`src/rtl/parallax_pkg.sv`:
```
// parallax_ctrl shared definitions:
// geometry defaults, register map, CTRL bits, tracker states.
package parallax_pkg;

  localparam int LINE_W   = 1280;
  localparam int FRAME_H  = 720;
  localparam int CORR_MAX = 255;

  localparam logic [1:0] REG_TARGET   = 2'd0;
  localparam logic [1:0] REG_CTRL     = 2'd1;
  localparam logic [1:0] REG_STATUS   = 2'd2;
  localparam logic [1:0] REG_LINE_CNT = 2'd3;

  localparam int CTRL_RAMP    = 0;
  localparam int CTRL_FREEZE  = 1;
  localparam int CTRL_ERR_CLR = 2;

  typedef enum logic {
    GAP,
    LINE
  } line_state_t;

endpackage

```
`src/rtl/parallax_ctrl_if.sv`:
```
// Configuration register port of parallax_ctrl.
// Single-cycle write strobe, read data one cycle after the read strobe.
interface parallax_ctrl_if;
  logic [1:0]  cfg_address;
  logic        cfg_write;
  logic [15:0] cfg_writedata;
  logic        cfg_read;
  logic [15:0] cfg_readdata;

  modport master (
    output cfg_address, cfg_write,
    output cfg_writedata, cfg_read,
    input  cfg_readdata
  );

  modport slave (
    input  cfg_address, cfg_write,
    input  cfg_writedata, cfg_read,
    output cfg_readdata
  );
endinterface

```
`src/rtl/prlx_line_tracker.sv`:
```
// Follows sop/eop on the raw line stream, counts lines per frame
// and flags frame boundaries and protocol errors.
module prlx_line_tracker
  import parallax_pkg::*;
#(
  parameter int FRAME_H_P = parallax_pkg::FRAME_H
) (
  input  logic        clk,
  input  logic        reset,
  input  logic        line_valid,
  input  logic        line_sop,
  input  logic        line_eop,
  input  logic        err_clr,
  output logic        in_line,
  output logic        frame_end,
  output logic        frame_start,
  output logic        err_sync,
  output logic [10:0] line_cnt
);

  localparam logic [10:0] LAST = 11'(FRAME_H_P - 1);

  line_state_t state_q, state_d;
  logic [10:0] cnt_q, cnt_d;
  logic        err_q, err_d;
  logic        acc_sop, acc_eop, done;

  always_ff @(posedge clk) begin
    if (reset) begin
      state_q <= GAP;
      cnt_q   <= '0;
      err_q   <= 1'b0;
    end else begin
      state_q <= state_d;
      cnt_q   <= cnt_d;
      err_q   <= err_d;
    end
  end

  always_comb begin
    acc_sop     = line_valid & line_sop;
    acc_eop     = line_valid & line_eop;
    state_d     = state_q;
    done        = 1'b0;
    frame_start = 1'b0;
    // a new error in the clearing cycle is kept
    err_d       = err_q & ~err_clr;
    unique case (state_q)
      GAP: begin
        if (acc_sop) begin
          frame_start = (cnt_q == '0);
          if (acc_eop) done = 1'b1;
          else         state_d = LINE;
        end else if (acc_eop) begin
          err_d = 1'b1;
        end
      end
      LINE: begin
        if (acc_sop) err_d = 1'b1;
        if (acc_eop) begin
          done    = 1'b1;
          state_d = GAP;
        end
      end
    endcase
    frame_end = done && (cnt_q == LAST);
    cnt_d     = cnt_q;
    if (done) cnt_d = frame_end ? '0 : cnt_q + 11'd1;
  end

  assign in_line  = (state_q == LINE);
  assign err_sync = err_q;
  assign line_cnt = cnt_q;

endmodule

```
`src/rtl/parallax_ctrl.sv`:
```
// Frame-synchronous parallax offset controller: register file,
// readback and jump/ramp update applied only at frame end.
module parallax_ctrl
  import parallax_pkg::*;
#(
  parameter int LINE_W   = parallax_pkg::LINE_W,
  parameter int FRAME_H  = parallax_pkg::FRAME_H,
  parameter int CORR_MAX = parallax_pkg::CORR_MAX
) (
  input  logic            clk,
  input  logic            reset,
  parallax_ctrl_if.slave  cfg,
  input  logic            line_valid,
  input  logic            line_sop,
  input  logic            line_eop,
  output logic [7:0]      parallax_corr,
  output logic            frame_start,
  output logic            err_sync
);

  // offset must also stay below half a line
  localparam int LIM = (CORR_MAX < LINE_W / 2) ?
                       CORR_MAX : LINE_W / 2 - 1;
  localparam logic [7:0] LIM8 = 8'(LIM);

  logic [7:0]  target_q, target_d;
  logic [7:0]  corr_q, corr_d;
  logic        ramp_q, ramp_d;
  logic        freeze_q, freeze_d;
  logic [15:0] rdata_q, rdata_d;
  logic        wr_tgt, wr_ctrl, err_clr;
  logic        frame_end, in_line;
  logic [10:0] line_cnt;

  prlx_line_tracker #(
    .FRAME_H_P (FRAME_H)
  ) u_trk (
    .clk         (clk),
    .reset       (reset),
    .line_valid  (line_valid),
    .line_sop    (line_sop),
    .line_eop    (line_eop),
    .err_clr     (err_clr),
    .in_line     (in_line),
    .frame_end   (frame_end),
    .frame_start (frame_start),
    .err_sync    (err_sync),
    .line_cnt    (line_cnt)
  );

  always_ff @(posedge clk) begin
    if (reset) begin
      target_q <= '0;
      corr_q   <= '0;
      ramp_q   <= 1'b0;
      freeze_q <= 1'b0;
      rdata_q  <= '0;
    end else begin
      target_q <= target_d;
      corr_q   <= corr_d;
      ramp_q   <= ramp_d;
      freeze_q <= freeze_d;
      rdata_q  <= rdata_d;
    end
  end

  always_comb begin
    wr_tgt   = cfg.cfg_write &&
               (cfg.cfg_address == REG_TARGET);
    wr_ctrl  = cfg.cfg_write &&
               (cfg.cfg_address == REG_CTRL);
    err_clr  = wr_ctrl &&
               cfg.cfg_writedata[CTRL_ERR_CLR];
    target_d = target_q;
    ramp_d   = ramp_q;
    freeze_d = freeze_q;
    unique case (1'b1)
      wr_tgt: begin
        target_d = (cfg.cfg_writedata > 16'(LIM)) ?
                   LIM8 : cfg.cfg_writedata[7:0];
      end
      wr_ctrl: begin
        ramp_d   = cfg.cfg_writedata[CTRL_RAMP];
        freeze_d = cfg.cfg_writedata[CTRL_FREEZE];
      end
      default: ;
    endcase
  end

  // target_q is pre-write, so a same-cycle write waits a frame
  always_comb begin
    corr_d = corr_q;
    if (frame_end && !freeze_q) begin
      if (!ramp_q)                 corr_d = target_q;
      else if (corr_q < target_q)  corr_d = corr_q + 8'd1;
      else if (corr_q > target_q)  corr_d = corr_q - 8'd1;
    end
  end

  always_comb begin
    rdata_d = '0;
    if (cfg.cfg_read) begin
      unique case (cfg.cfg_address)
        REG_TARGET:   rdata_d = {8'h0, target_q};
        REG_CTRL:     rdata_d = {14'h0, freeze_q, ramp_q};
        REG_STATUS:   rdata_d = {6'h0, err_sync,
                                 in_line, corr_q};
        REG_LINE_CNT: rdata_d = {5'h0, line_cnt};
      endcase
    end
  end

  assign parallax_corr    = corr_q;
  assign cfg.cfg_readdata = rdata_q;

endmodule

```
`src/flat_wrapper.sv`:
```
// flat-port wrapper written by rule: the top's interface ports become plain ports
module parallax_ctrl_flat import parallax_pkg::*;
#(
  parameter int LINE_W   = parallax_pkg::LINE_W,
  parameter int FRAME_H  = parallax_pkg::FRAME_H,
  parameter int CORR_MAX = parallax_pkg::CORR_MAX
)
  (clk, reset, line_valid, line_sop, line_eop, parallax_corr, frame_start, err_sync, cfg_cfg_address, cfg_cfg_write, cfg_cfg_writedata, cfg_cfg_read, cfg_cfg_readdata);
  parallax_ctrl_if cfg_i ();
  input  logic clk;
  input  logic reset;
  input  logic line_valid;
  input  logic line_sop;
  input  logic line_eop;
  output logic [7:0] parallax_corr;
  output logic frame_start;
  output logic err_sync;
  input wire logic [$bits(cfg_i.cfg_address)-1:0] cfg_cfg_address;
  input wire logic [$bits(cfg_i.cfg_write)-1:0] cfg_cfg_write;
  input wire logic [$bits(cfg_i.cfg_writedata)-1:0] cfg_cfg_writedata;
  input wire logic [$bits(cfg_i.cfg_read)-1:0] cfg_cfg_read;
  output wire logic [$bits(cfg_i.cfg_readdata)-1:0] cfg_cfg_readdata;
  assign cfg_i.cfg_address = cfg_cfg_address;
  assign cfg_i.cfg_write = cfg_cfg_write;
  assign cfg_i.cfg_writedata = cfg_cfg_writedata;
  assign cfg_i.cfg_read = cfg_cfg_read;
  assign cfg_cfg_readdata = cfg_i.cfg_readdata;
  parallax_ctrl #(.LINE_W(LINE_W), .FRAME_H(FRAME_H), .CORR_MAX(CORR_MAX)) u_core (.clk(clk), .reset(reset), .cfg(cfg_i), .line_valid(line_valid), .line_sop(line_sop), .line_eop(line_eop), .parallax_corr(parallax_corr), .frame_start(frame_start), .err_sync(err_sync));
endmodule
```
`config.mk`:
```
export PLATFORM = sky130hd
export DESIGN_NAME = parallax_ctrl_flat
export DESIGN_NICKNAME = d
export VERILOG_FILES = /design/src/rtl/parallax_pkg.sv /design/src/rtl/parallax_ctrl_if.sv /design/src/rtl/prlx_line_tracker.sv /design/src/rtl/parallax_ctrl.sv /design/src/flat_wrapper.sv
export SDC_FILE = /design/constraint.sdc
export NUM_CORES = 1
export LEC_CHECK = 0
export BUFFER_PORTS_ARGS = -buffer_cell sky130_fd_sc_hd__buf_2
export CORE_ASPECT_RATIO = 1.2
export CORE_MARGIN = 3
export CORE_UTILIZATION = 59
export DETAILED_ROUTE_END_ITERATION = 7
export GPL_TIMING_DRIVEN = 0
export PLACE_DENSITY = 0.82
export REMOVE_ABC_BUFFERS = 1
export SLEW_MARGIN = 0
export SYNTH_ARGS = -nofsm -noshare
export SYNTH_HDL_FRONTEND = slang
export SYNTH_SLANG_ARGS = --single-unit
```
`constraint.sdc`:
```
create_clock -name clk -period 6.65 [get_ports clk]
set_input_delay 0.9975 -clock clk [delete_from_list [all_inputs] [get_ports clk]]
set_output_delay 0.9975 -clock clk [all_outputs]
set_load 0.005 [all_outputs]
```
## Word level (Yosys, flattened, before mapping)

Index checks and enable logic that the tools add are counted.

| storage, ports and cells | value |
|---|---|
| input port bits | 25 |
| word-level logic and storage cells | 53 |
| output and inout port bits | 26 |
| register bits after elaboration | 47 |

| operators by class | value |
|---|---|
| add/subtract/negate cells | 3 |
| reduce and logical (&&, ||, !) cells | 10 |
| bitwise logic cells | 6 |
| equal/unequal tests | 5 |
| order comparisons | 3 |
| multiplexer cells | 18 |

Operator list:

| cell | number |
|---|---|
| $pmux 16 s4 | 1 |
| $mux 8 | 4 |
| $gt 16x8->1 const B | 1 |
| $add 11x1->11 const B | 1 |
| $eq 11x10->1 const B | 1 |
| $logic_not 11->1 | 1 |
| $mux 11 | 1 |
| $mux 1 | 9 |
| $add 8x1->8 const B | 1 |
| $gt 8x8->1 | 1 |
| $lt 8x8->1 | 1 |
| $sub 8x1->8 const B | 1 |
| $pmux 1 s2 | 3 |
| $logic_and 1x1->1 | 5 |
| $eq 2x2->1 const B | 2 |
| $and 1x1->1 | 3 |
| $ne 3x3->1 const B | 1 |
| $not 1->1 | 3 |
| $eq 2x1->1 const B | 1 |
| $logic_not 2->1 | 1 |
| $reduce_and 2->1 | 1 |
| $reduce_or 2->1 | 1 |
| $logic_not 1->1 | 1 |

## Logic depth before layout (Yosys ltp)

| depth | value |
|---|---|
| depth in word-level cells | 8 |
| mapped depth | 13 |
| mapped depth without buffers | 13 |

## Cells and area by module

A second synthesis with hierarchy kept.

| second synthesis, totals | value |
|---|---|
| cell total of the unflattened synthesis | 283 |
| area total of the unflattened synthesis | 2,448.6 µm² |

Modules (own cells, without submodules):

| module | cells each | instances | area each (µm²) | seq. area each (µm²) |
|---|---|---|---|---|
| parallax_ctrl | 205 | 1 | 1,793.0 | 580.6 |
| prlx_line_tracker | 78 | 1 | 655.6 | 260.2 |

## Least setup slack after synthesis

Ideal clock, no wire load.

| path | value |
|---|---|
| path kind | flip-flop to flip-flop |
| from | register u_core.corr_q[1], in the netlist u_core.parallax_corr[1] |
| to | register u_core.corr_q[6], in the netlist u_core.parallax_corr[6] |
| data required time | 6.571 ns |
| library setup time | 0.079 ns |
| setup slack | 3.736 ns |
| period minus slack after synthesis | 2.914 ns |
| arrival | 2.834 ns |
| path buffers | 0 |
| cell stages (with the launch flop) | 13 |
| cell sequence | dfxtp_1 -> ha_1 -> nor2b_1 -> o211a_1 -> o21ai_0 -> nand2b_1 -> fa_1 -> a21o_1 -> a21o_1 -> a21oi_1 -> mux2i_1 -> a21oi_1 -> a211oi_2 |

| between the ends | value |
|---|---|
| longest elaborated chain between the ends | 4 |
| elaborated cells on any way between the ends | 9 |
| classes of those cells | add/sub (2); order compare (2); eq/ne (1); mux (3); reduce/logical (1) |

Ends and longest elaborated chain:

| element | RTL line | RTL |
|---|---|---|
| start: declaration | parallax_ctrl.sv:27 | `logic [7:0] corr_q, corr_d;` |
| start signal: assignment | parallax_ctrl.sv:60 | `corr_q <= corr_d;` |
| $sub 8x1->8 | parallax_ctrl.sv:96 | `else if (corr_q > target_q) corr_d = corr_q - 8'd1;` |
| $mux 8 | parallax_ctrl.sv:96 |  |
| $mux 8 | parallax_ctrl.sv:95 | `else if (corr_q < target_q) corr_d = corr_q + 8'd1;` |
| $mux 8 | parallax_ctrl.sv:94 | `if (!ramp_q) corr_d = target_q;` |

Several ways; a longest one is shown, not always the timed one. The select of a mux whose other input is x is not followed.
A chain may end at the register's enable or synchronous reset.

## Worst setup path after layout

Same ends and word-level chain as after synthesis.

==> results.py <==
metrics = {
    "synth": {
        "synthFlopType": "dfxtp_1",
        "syn_area_per_cell_um2": 8.61,
        "syn-cell-area_um2": 2420,
        "ys_ff_latch": 42,
        "ys_warn_count": 0,
        "ys_async_sr_fraction": 0,
        "synth_fa_ha_area_frac": 0.0962,
        "synth-edff-count": 0,
        "synth_top_family_by_area": "simple AND/OR/NAND/NOR gates",
        "synth_mux_area_frac": 0.0967,
        "ys_seq_area_frac": 0.347,
        "postSynthCellCount": 281,
        "synth_xor_area_frac": 0.0507,
        "synth-simple-area-share": 0.224,
        "synthDistinctLibCells": 48,
        "synth-compound-area-share": 0.126,
    },
    "finish": {
        "multiInputGateArea_um2": 1450,
        "drive_gt1_frac": 0.205,
        "antenna_cells": 0,
        "n_fill_cell": 300,
        "fin_area_um2": 2740,
        "area.sequential_um2": 841,
        "layout.cells.most_common": "nor2_1",
        "syn2layout_area_growth_pct": 13.4,
        "nNetsFinal": 364,
        "final_cell_mix": "nor2_1 (53), buf_2 (45), dfxtp_1 (42), ha_1 (17), a21oi_1 (16)",
    },
    "floorplanning": {
        "io_pins": 51,
        "die_h_um": 76.2,
        "start_util": 0.640,
        "die_w_um": 64.5,
        "die_area_um2": 4910,
        "core_area_um2": 3780,
        "fp-row-count": 24,
    },
    "timing": {
        "rsz0062_at_grt": "false",
        "relSlewSlack": 0.464,
        "final.period_utilization": 0.498,
        "clock_skew_ps": 2.61,
        "finalCriticalPeriod_ps": 3310,
        "hold_violations": 0,
        "fmax_mhz": 302,
        "worst_pin_slew_ps": 804,
        "final-max-slew-violation-count": 0,
        "setup_viol": 0,
        "finalSetupTns_ps": 0,
        "hold_ws_ps": 469,
    },
    "placement": {
        "placed_area_um2": 2640,
        "gp_congestion": 0.804,
        "post-dp-hpwl_um": 3850,
        "portBuffers": 45,
    },
    "worst_hold_path": {
        "min_delay_path_depth": 2,
        "min_to": "u_core.cfg.cfg_readdata[10]",
        "hold_start": "u_core.u_trk.line_cnt[10]",
        "holdCritPathClass": "register to register",
    },
    "grt": {
        "grt_use_total": 0.226,
        "antenna_found_initial": 0,
        "grt_overflow": 0,
        "grt_pass1_wl_um": 8730,
        "grt_pass1_vias": 1913,
        "grt_max_degree": 29,
    },
    "clock_tree": {
        "cts-root-buf": "clkbuf_8",
        "cts_max_level": 2,
        "max-clock-path-buffers": 2,
        "clk_latency_ps": 290,
        "postCtsSetupBuffers": 0,
        "post_cts_resized": 0,
        "clkSinkCount": 42,
        "cts_tree": "built",
        "clkTransAtPathRegs_ps": 70,
        "cts_buffers": 5,
        "hold_buffers": 0,
    },
    "setup_path": {
        "endpoint_kind": "register",
        "r2r_slack_ps": 3340,
        "rr_worst_depth": 12,
        "r2r-end": "u_core.parallax_corr[6]",
        "cp_max_fo": 8,
        "start_kind": "register",
        "critPathLaunch": "u_core.parallax_corr[1]",
        "arrival_ps": 3530,
        "worstSetupPathType": "register to register",
        "worstPathRequired_ps": 6870,
        "r2r-start": "u_core.parallax_corr[1]",
    },
    "routing": {
        "drc": 0,
        "dr.pass1.iters": 4,
        "routed_via_density": 5.54,
        "wl_per_cell_um": 14.0,
        "route.antenna.remaining_nets": 0,
        "vias": 2073,
        "drt_iter0_markers": 145,
        "drt-total-wl_um": 5240,
    },
    "pwr": {
        "vdd_drop_max_mv": 0.148,
        "power_leakage_nw": 1.26,
        "p_per_area_nw_per_um2": 191,
        "fin_total_pwr_mw": 0.525,
    },
    "outcome": {
        "status": "finished clean",
    },
    "run": {
        "cap_violations": 0,
    },
}
how the worst max path moves through the flow:
stage	endpoint	cells past startpoint
finish	u_core.parallax_corr[6]	12
global route	u_core.parallax_corr[6]	12
CTS	u_core.parallax_corr[6]	12
detailed placement	u_core.parallax_corr[6]	12
global placement	u_core.parallax_corr[6]	12
floorplan	u_core.parallax_corr[6]	12
layer usage:
metal  part of all wire  global-route usage
met5                  0                   0
met2               0.47               0.355
met4              0.019               0.101
met1               0.45               0.290
met3              0.066              0.0560
worst max-delay path, stage by stage, from the launching register on:
cell and delay (ps):
dfxtp_1 470, ha_1 290, nor2b_1 130, o211a_1 220
o21ai_0 250, nand2b_1 290, fa_1 490, a21o_1 180
a21o_1 190, a21oi_1 190, mux2i_1 210, a21oi_1 100
a211oi_2 230
registers in the layout, summed over array words and instances, names as in the netlist:
| register | count |
|---|---|
| u_core.cfg.cfg_readdata | 11 |
| u_core.freeze_q | 1 |
| u_core.parallax_corr | 8 |
| u_core.ramp_q | 1 |
| u_core.target_q | 8 |
| u_core.u_trk.err_sync | 1 |
| u_core.u_trk.in_line | 1 |
| u_core.u_trk.line_cnt | 11 |
metrics by stage:
stage / util / setup WS (ps) / cells
2_1_floorplan: - / 3720 / 269
3_3_place_gp: 0.697 / 3430 / 366
3_5_place_dp: 0.697 / 3380 / 366
4_1_cts: 0.725 / 3330 / 374
5_1_grt: 0.725 / 3060 / 374
6_report: 0.725 / 3340 / 374
synth_stat cells (all sizes together) (5+ instances only):
cell type  count  area share
a21oi         16       0.033
buf            8       0.024
nand2         12       0.019
mux2           7       0.033
clkbuf         8       0.012
dfxtp         42        0.35
o21ai          6       0.012
mux2i         11       0.046
nor2          53       0.082
and3           5       0.013
inv           14       0.022
nor3          10       0.021
ha            17       0.088
xor2           6       0.022
nand3          6       0.012
nand2b         6       0.016
a22oi          6       0.019
xnor2          8       0.029
power by group:
part	switching, mW	total [mW]	internal, mW
registers	0.00619	0.262	0.256
logic	0.0382	0.0670	0.0288
clock network	0.0832	0.196	0.112
total	0.128	0.525	0.397
cell families (layout without fill, tap and decap cells):
logic type	after synthesis	after routing
buf+inv	30	67
xor+xnor	14	14
mux	20	20
compound gates	45	45
simple gates	111	111
flops	42	42
other cells	1	5
fa+ha+maj	18	18
final cells by class:
type | instances | share of cell area
Inverter | 14 | 0.0192
Clock inverter | 1 | 0.0109
Sequential cell | 42 | 0.306
Multi-Input combinational cell | 213 | 0.530
Timing Repair Buffer | 45 | 0.0821
Tap cell | 52 | 0.0237
Clock buffer | 7 | 0.0278
(Power assumes the default switching activity.)
